[config.mk]
export PLATFORM = sky130hd
export DESIGN_NAME = gcd_engine
export DESIGN_NICKNAME = d
export VERILOG_FILES = /design/src/rtl/gcd_engine.sv
export SDC_FILE = /design/constraint.sdc
export NUM_CORES = 1
export LEC_CHECK = 0
export BUFFER_PORTS_ARGS = -buffer_cell sky130_fd_sc_hd__buf_4
export CORE_MARGIN = 5
export CORE_UTILIZATION = 35
export DETAILED_ROUTE_END_ITERATION = 8
export PLACE_DENSITY = 0.62
export SKIP_LAST_GASP = 1
export SLEW_MARGIN = 5
export SYNTH_ARGS = -nofsm -noshare
export SYNTH_HDL_FRONTEND = slang
export SYNTH_SLANG_ARGS = --single-unit
[constraint.sdc]
create_clock -name clock -period 4.4 [get_ports clock]
set_input_delay 0.44 -clock clock [delete_from_list [all_inputs] [get_ports clock]]
set_output_delay 0.44 -clock clock [all_outputs]
set_load 0.02 [all_outputs]
[src/rtl/gcd_engine.sv]
`default_nettype none
// ============================================================================
// Module   : gcd_engine
// Purpose  : Multi-cycle GCD of two signed operands. Input and output each
//            use a valid/ready handshake. The algorithm is chosen at
//            elaboration: ALGO=0 is subtractive Euclid, ALGO=1 is binary Stein.
//            The engine reports how many iterations changed its state.
// Ports    : clock    - rising-edge clock
//            resetN   - asynchronous active-low reset
//            inValid  - operands a/b are present
//            inReady  - engine can accept operands (IDLE and out of reset)
//            a, b     - signed two's complement operands, WIDTH bits
//            flush    - synchronous abort back to IDLE
//            outValid - result is available (DONE)
//            outReady - consumer accepts the result
//            result   - unsigned GCD of |a| and |b|
//            steps    - state-updating RUN iterations, saturating
//            busy     - engine is in RUN or DONE
// Revision : 1.0 - initial release
// ============================================================================
module gcd_engine #(
  parameter int WIDTH  = 64,
  parameter int ALGO   = 0,
  parameter int STEP_W = 16
) (
  input  logic              clock,
  input  logic              resetN,
  input  logic              inValid,
  output logic              inReady,
  input  logic [WIDTH-1:0]  a,
  input  logic [WIDTH-1:0]  b,
  input  logic              flush,
  output logic              outValid,
  input  logic              outReady,
  output logic [WIDTH-1:0]  result,
  output logic [STEP_W-1:0] steps,
  output logic              busy
);

  // k counts common factors of two; it can reach at most WIDTH-1.
  localparam int c_KW = $clog2(WIDTH) + 1;

  localparam logic [1:0] c_IDLE = 2'd0;
  localparam logic [1:0] c_RUN  = 2'd1;
  localparam logic [1:0] c_DONE = 2'd2;

  logic [1:0]        state_q, state_d;
  logic [WIDTH-1:0]  x_q, x_d;
  logic [WIDTH-1:0]  y_q, y_d;
  logic [c_KW-1:0]   k_q, k_d;
  logic [WIDTH-1:0]  result_q, result_d;
  logic [STEP_W-1:0] steps_q, steps_d;

  logic [WIDTH-1:0]  a_abs, b_abs;
  logic [WIDTH-1:0]  x_step, y_step;
  logic              k_inc;
  logic              term;
  logic [WIDTH-1:0]  gcd_base;

  // Unsigned negation: the most negative input maps onto 2^(WIDTH-1) exactly.
  assign a_abs = a[WIDTH-1] ? ((~a) + WIDTH'(1)) : a;
  assign b_abs = b[WIDTH-1] ? ((~b) + WIDTH'(1)) : b;

  assign term     = (x_q == '0) || (y_q == '0) || (x_q == y_q);
  assign gcd_base = (x_q == '0) ? y_q : x_q;

  // One iteration of the selected algorithm, assuming no termination.
  generate
    if (ALGO == 0) begin : g_euclid
      always_comb begin
        x_step = x_q;
        y_step = y_q;
        k_inc  = 1'b0;
        if (x_q > y_q) begin
          x_step = x_q - y_q;
        end else begin
          y_step = y_q - x_q;
        end
      end
    end else begin : g_stein
      always_comb begin
        x_step = x_q;
        y_step = y_q;
        k_inc  = 1'b0;
        if (!x_q[0] && !y_q[0]) begin
          x_step = x_q >> 1;
          y_step = y_q >> 1;
          k_inc  = 1'b1;
        end else if (!x_q[0]) begin
          x_step = x_q >> 1;
        end else if (!y_q[0]) begin
          y_step = y_q >> 1;
        end else if (x_q > y_q) begin
          x_step = (x_q - y_q) >> 1;
        end else begin
          y_step = (y_q - x_q) >> 1;
        end
      end
    end
  endgenerate

  // State and datapath registers.
  always_ff @(posedge clock or negedge resetN) begin
    if (!resetN) begin
      state_q  <= c_IDLE;
      x_q      <= '0;
      y_q      <= '0;
      k_q      <= '0;
      result_q <= '0;
      steps_q  <= '0;
    end else begin
      state_q  <= state_d;
      x_q      <= x_d;
      y_q      <= y_d;
      k_q      <= k_d;
      result_q <= result_d;
      steps_q  <= steps_d;
    end
  end

  // Next-state logic. flush overrides everything and leaves the datapath,
  // including result and steps, untouched.
  always_comb begin
    state_d  = state_q;
    x_d      = x_q;
    y_d      = y_q;
    k_d      = k_q;
    result_d = result_q;
    steps_d  = steps_q;
    if (flush) begin
      state_d = c_IDLE;
    end else begin
      case (state_q)
        c_IDLE: begin
          if (inValid) begin
            state_d = c_RUN;
            x_d     = a_abs;
            y_d     = b_abs;
            k_d     = '0;
            steps_d = '0;
          end
        end
        c_RUN: begin
          if (term) begin
            result_d = gcd_base << k_q;
            state_d  = c_DONE;
          end else begin
            x_d     = x_step;
            y_d     = y_step;
            k_d     = k_q + c_KW'(k_inc);
            steps_d = (&steps_q) ? steps_q : (steps_q + STEP_W'(1));
          end
        end
        c_DONE: begin
          if (outReady) begin
            state_d = c_IDLE;
          end
        end
        default: begin
          state_d = c_IDLE;
        end
      endcase
    end
  end

  // Outputs. inReady is gated by resetN so it drops as soon as reset asserts.
  always_comb begin
    inReady  = (state_q == c_IDLE) && resetN;
    outValid = (state_q == c_DONE);
    busy     = (state_q != c_IDLE);
    result   = result_q;
    steps    = steps_q;
  end

endmodule
`default_nettype wire

# After elaboration in Yosys (flattened, before gate mapping)
# Index checks and enable logic that the tools add are counted.
# op_classes
n_addsub,5
multipliers,0
div_mod_pow,0
magnitude_cmp,1
n_eq_ne,11
n_shift,0
n_mux,20
bitwise_logic,3
reduce_logical,14
# op_table
cell,n
2-to-1 mux 64 bit,9
one-hot mux 64 bit (2 select lines),2
adder 64 x 1 -> 64 bit (second input constant),2
zero test 64 bit,2
inverter 64 bit,2
subtractor 64 bit,2
equality test 64 bit,1
greater-than comparator 64 bit,1
2-to-1 mux 16 bit,3
one-hot mux 16 bit (2 select lines),1
adder 16 x 1 -> 16 bit (second input constant),1
AND reduction 16 bit,1
AND reduction 5 bit,3
!= test 2 bit (second input constant),5
2-to-1 mux 2 bit,4
!= test 3 bit (second input constant),2
one-hot mux 2 bit (3 select lines),1
AND reduction 3 bit,2
nonzero test 2 bit,2
!= test 3 x 2 -> 1 bit (second input constant),1
equality test 2 x 1 -> 1 bit (second input constant),1
equality test 2 bit (second input constant),1
zero test 2 bit,1
logical OR 1 bit,2
2 further kinds,2
# word_totals
regBits,210
latch_bits,0
ram_bits,0
mem_bits_ro,0
inputBits,133
output_inout_bits,83
elab_cells,59
n_memories,0

# Logic depth before layout (Yosys ltp)
# logic_depth
ltp_word,6
depth_mapped,15
ltp_nobuf,13

# Worst setup path before layout
# No wires, ideal clock.
# synth_timing
kind,reg2reg
from,reg x_q[11]
to,reg x_q[30]
setup_ns,0.127
arrival_time_ns,3.119
required_time_ns,4.273
path_slack_ns,1.154
path_stages_with_launch,15
path_buffers,3
synth_period_minus_slack_ns,3.246
path_cell_list,dfrtp_1 > inv_1 > ha_1 > clkbuf_1 > a21oi_1 > o21ai_0 > a221o_1 > a22oi_1 > o211ai_1 > a31o_2 > a21o_1 > a31oi_2 > buf_2 > buf_2 > a21oi_1
# synth_via
elab_chain_len,5
word_cells_on_any_way,12
classes_between,add/sub (1); order compare (1); eq/ne (3); mux (3); reduce/logical (4)
# synth_rtl
element,line_no,source
"start, declared",48,"logic [WIDTH-1:0] x_q, x_d;"
"start signal, assigned",106,x_q <= '0;
"start signal, assigned",113,x_q <= x_d;
branches (longest 5 deep; another with subtractor 64 bit),n/a,
# Parallel ways; which one is timed is not known. The select of a mux whose other input is x is not followed.
# A chain may end at the register's enable or synchronous reset.

# Worst setup path in the final report
# layout_timing
from,reg x_q[55]
to,reg x_q[36]
# layout_via
elab_chain_len,5
word_cells_on_any_way,8
classes_between,order compare (1); eq/ne (3); reduce/logical (4)
# layout_rtl
element
branches (longest 4 deep; another with greater-than comparator 64 bit)
AND reduction 5 bit (no source line) *
# Every way passes the cells marked *.

==> impl_metrics.tcl <==
set metrics [dict create \
    die_h_um 249 \
    synth_edf_count 0 \
    ys_seq_elements 210 \
    setup_viol 0 \
    clk_path_buf_depth 3 \
    min_period_over_period_pct 93.4 \
    synth_area_leaders "dfrtp_1, a21oi_1, ha_1" \
    post_synth_num_cell_types 86 \
    area_growth_pct 21.2 \
    clock_sinks 210 \
    status "complete, no violations" \
    yosys.area.top_type_share_pct 26.2 \
    port_buffers 215 \
    first_pass_iters 6 \
    combPwrFrac_pct 72.7 \
    synth_fp_nets 2927 \
    clkPwrFrac_pct 11.4 \
    slew_headroom_pct 30.4 \
    die-area_um2 62100 \
    synthTopCellsByCount "a21oi_1, nor2_1, nand2_1" \
    antenna_found_initial 2 \
    cp_max_fo 24 \
    slew_violations 0 \
    synth.avg_cell_area_um2 7.52 \
    power_per_cell_area_nw_per_um2 896 \
    dpl.cell_count 3623 \
    core_area_um2 56500 \
    cp_slowest_stage_delay_ps 560 \
    routed_wl_um 93700 \
    grt_pass1_wl_um 140000 \
    hpwl_um 74700 \
    io_pins 216 \
    netlist_area_um2 20000 \
    initial_core_util_pct 35.5 \
    timing.final.crit_period_ps 4110 \
    internal_power_mw 9.83 \
    cp-end-kind "flop" \
    yosysTopAreaCell "dfrtp_1" \
    htreeDepth 1 \
    grt.overflow.total 0 \
    synth_cells 2662 \
    cpMaxStageDelayCell "ha_1" \
    critPathKind "reg2reg" \
    drtAntennaViolNets 0 \
    worstPathArrival_ps 4610 \
    p_sw_share_pct 54.8 \
    hold_path.class "in2reg" \
    synth_flop_cell "dfrtp_1" \
    rows 87 \
    crit_path_cell_trace "inv_1 -> ha_1 -> nand4_1 -> nor2_1 -> nand4_1 -> nor4_2 -> o31ai_2 -> and2_2 -> a31oi_4 -> buf_4 -> a21oi_1 -> a22oi_1" \
    drv_cap 0 \
    num-fill-cells 5797 \
    final_cells 3673 \
    ys_warn_count 0 \
    grt_pass1_vias 21300 \
    gp_congestion 1.01 \
    critPathLaunchType "flop" \
    required_ps 4900 \
    track_usage_pct 28.7 \
    tritoncts "yes" \
    hold_viol 0 \
    ys_async_sr_fraction_pct 100 \
    vias 22000 \
    setup_ws_ps 289 \
    cts_buffers 28 \
    clk_pin_slew_ps 60 \
    die_w_um 249 \
    routedWlPerCell_um 25.5 \
    grt_max_degree 97 \
    fmax_ghz 0.243 \
    viasPerCell 5.98 \
    clk_latency_ps 610 \
    p_leak_nw 10.7 \
    finalClockSkew_ps 42.1 \
    drc 0 \
    p_switching_mw 11.9 \
    place_ws_ps -106 \
    synth_seq_area_share_pct 26.2 \
    worst_path_most_repeated_cell "nand4_1" \
    rsz0062_at_grt "false" \
    p_seq_share_pct 15.9 \
    power_mw 21.7 \
    insertedDiodeCount 0 \
    irDropWorstVdd_mv 0.355 \
    yosysMostFrequentCell "a21oi_1" \
    worstMarginPinSlew_ps 1040 \
    cts_root_buf "clkbuf_16" \
    drive_above_1_share_pct 15.6 \
    drt_iter0_markers 2553 \
    layout.nets 3163 \
]
[critical path, delay by kind of cell, from the launching register on]
| kind | cells | cell delay (ps) |
|---|---|---|
| AO/OA/AOI/OAI | 4 | 900 |
| AND/OR/NAND/NOR | 5 | 1570 |
| flip-flops | 1 | 480 |
| adder cells (fa/ha/maj) | 1 | 560 |
| buffers and inverters | 2 | 470 |
[power groups by stage]
stage / Sequential [mW] / Combinational, mW / Clock (mW)
3_3_place_gp: 3.43 / 15.4 / 0
5_1_grt: 3.52 / 16.9 / 2.59
4_1_cts: 3.42 / 15.4 / 2.53
6_report: 3.46 / 15.8 / 2.47
2_1_floorplan: 3.14 / 9.70 / 0
3_5_place_dp: 3.45 / 15.3 / 0
[cell type report]
type,count,area (µm²),area share (%)
Clock buffer,36,761,3.14
Clock inverter,13,186,0.768
Inverter,166,623,2.57
Multi-Input combinational cell,2130,13600,56.1
Sequential cell,210,5260,21.7
Tap cell,756,946,3.90
Timing Repair Buffer,362,2880,11.9
[placed cells by master (no fill, tap or decap), drive strengths merged, types with 36 or more instances in the layout]
cell | Yosys | routed
a211oi | 41 | 41
a21o | 57 | 57
a21oi | 353 | 353
buf | 30 | 361
clkbuf | 126 | 36
dfrtp | 210 | 210
ha | 130 | 130
inv | 166 | 168
nand2 | 240 | 240
nand3 | 37 | 37
nand4 | 58 | 58
nor2 | 249 | 249
nor3 | 48 | 48
nor4 | 50 | 50
o211ai | 64 | 64
o21ai | 207 | 207
o21bai | 36 | 36
o31ai | 48 | 48
xnor2 | 98 | 98
xor2 | 128 | 128
[state kept, by name, indices dropped and copies added, names as in the netlist]
register / count
result: 64
state_q: 2
x_q: 64
steps: 16
y_q: 64
[final timing paths]
kind                             from          to  slack [ps]  depth (start not counted)
hold reg to reg            result[38]  result[38]         520                          2
setup / recovery              x_q[55]     x_q[36]         290                         12
hold / removal                  flush  state_q[1]          60                          2
min in group asynchronous      resetN  result[10]         360                          2
setup reg to reg              x_q[55]     x_q[36]         290                         12
max in group asynchronous      resetN      y_q[6]        2900                          3
[cells by family (layout without fill, tap and decap cells)]
kind of cell	Yosys count	count (layout)	synth area share, %
flops	210	210	26.2
compound gates	951	951	29.5
simple gates	806	806	19.2
mux	15	15	0.775
xor+xnor	226	226	9.88
buf+inv	322	577	6.12
fa+ha+maj	132	132	8.32
[per-stage QoR]
step	setup TNS [ps]	util, %	hold slack (ps)	cell area [µm²]
2_1_floorplan	0	-	144	20000
3_3_place_gp	-546	41.2	416	23300
3_5_place_dp	-367	41.2	424	23300
4_1_cts	0	42.9	36.0	24300
5_1_grt	0	42.9	54.4	24300
6_report	0	42.9	60.3	24300
[layer usage]
metal	part of all wire, %	vias up	GRT usage (%)
li1	-	10000	-
met3	7.9	167	4.30
met5	0.022	-	0
met1	45	10800	41.6
met2	44	997	44.6
met4	3.3	4	8.01
[repair_timing]
action / 4_1_cts / 5_1_grt
hold buffers: 1 / 0
hold endpoints to repair: 53 / 0
endpoints found under the setup margin: 33 / 21
gates resized for setup: 2 / 4
setup buffers: 0 / 0
Power figures use the tool's default switching activity.
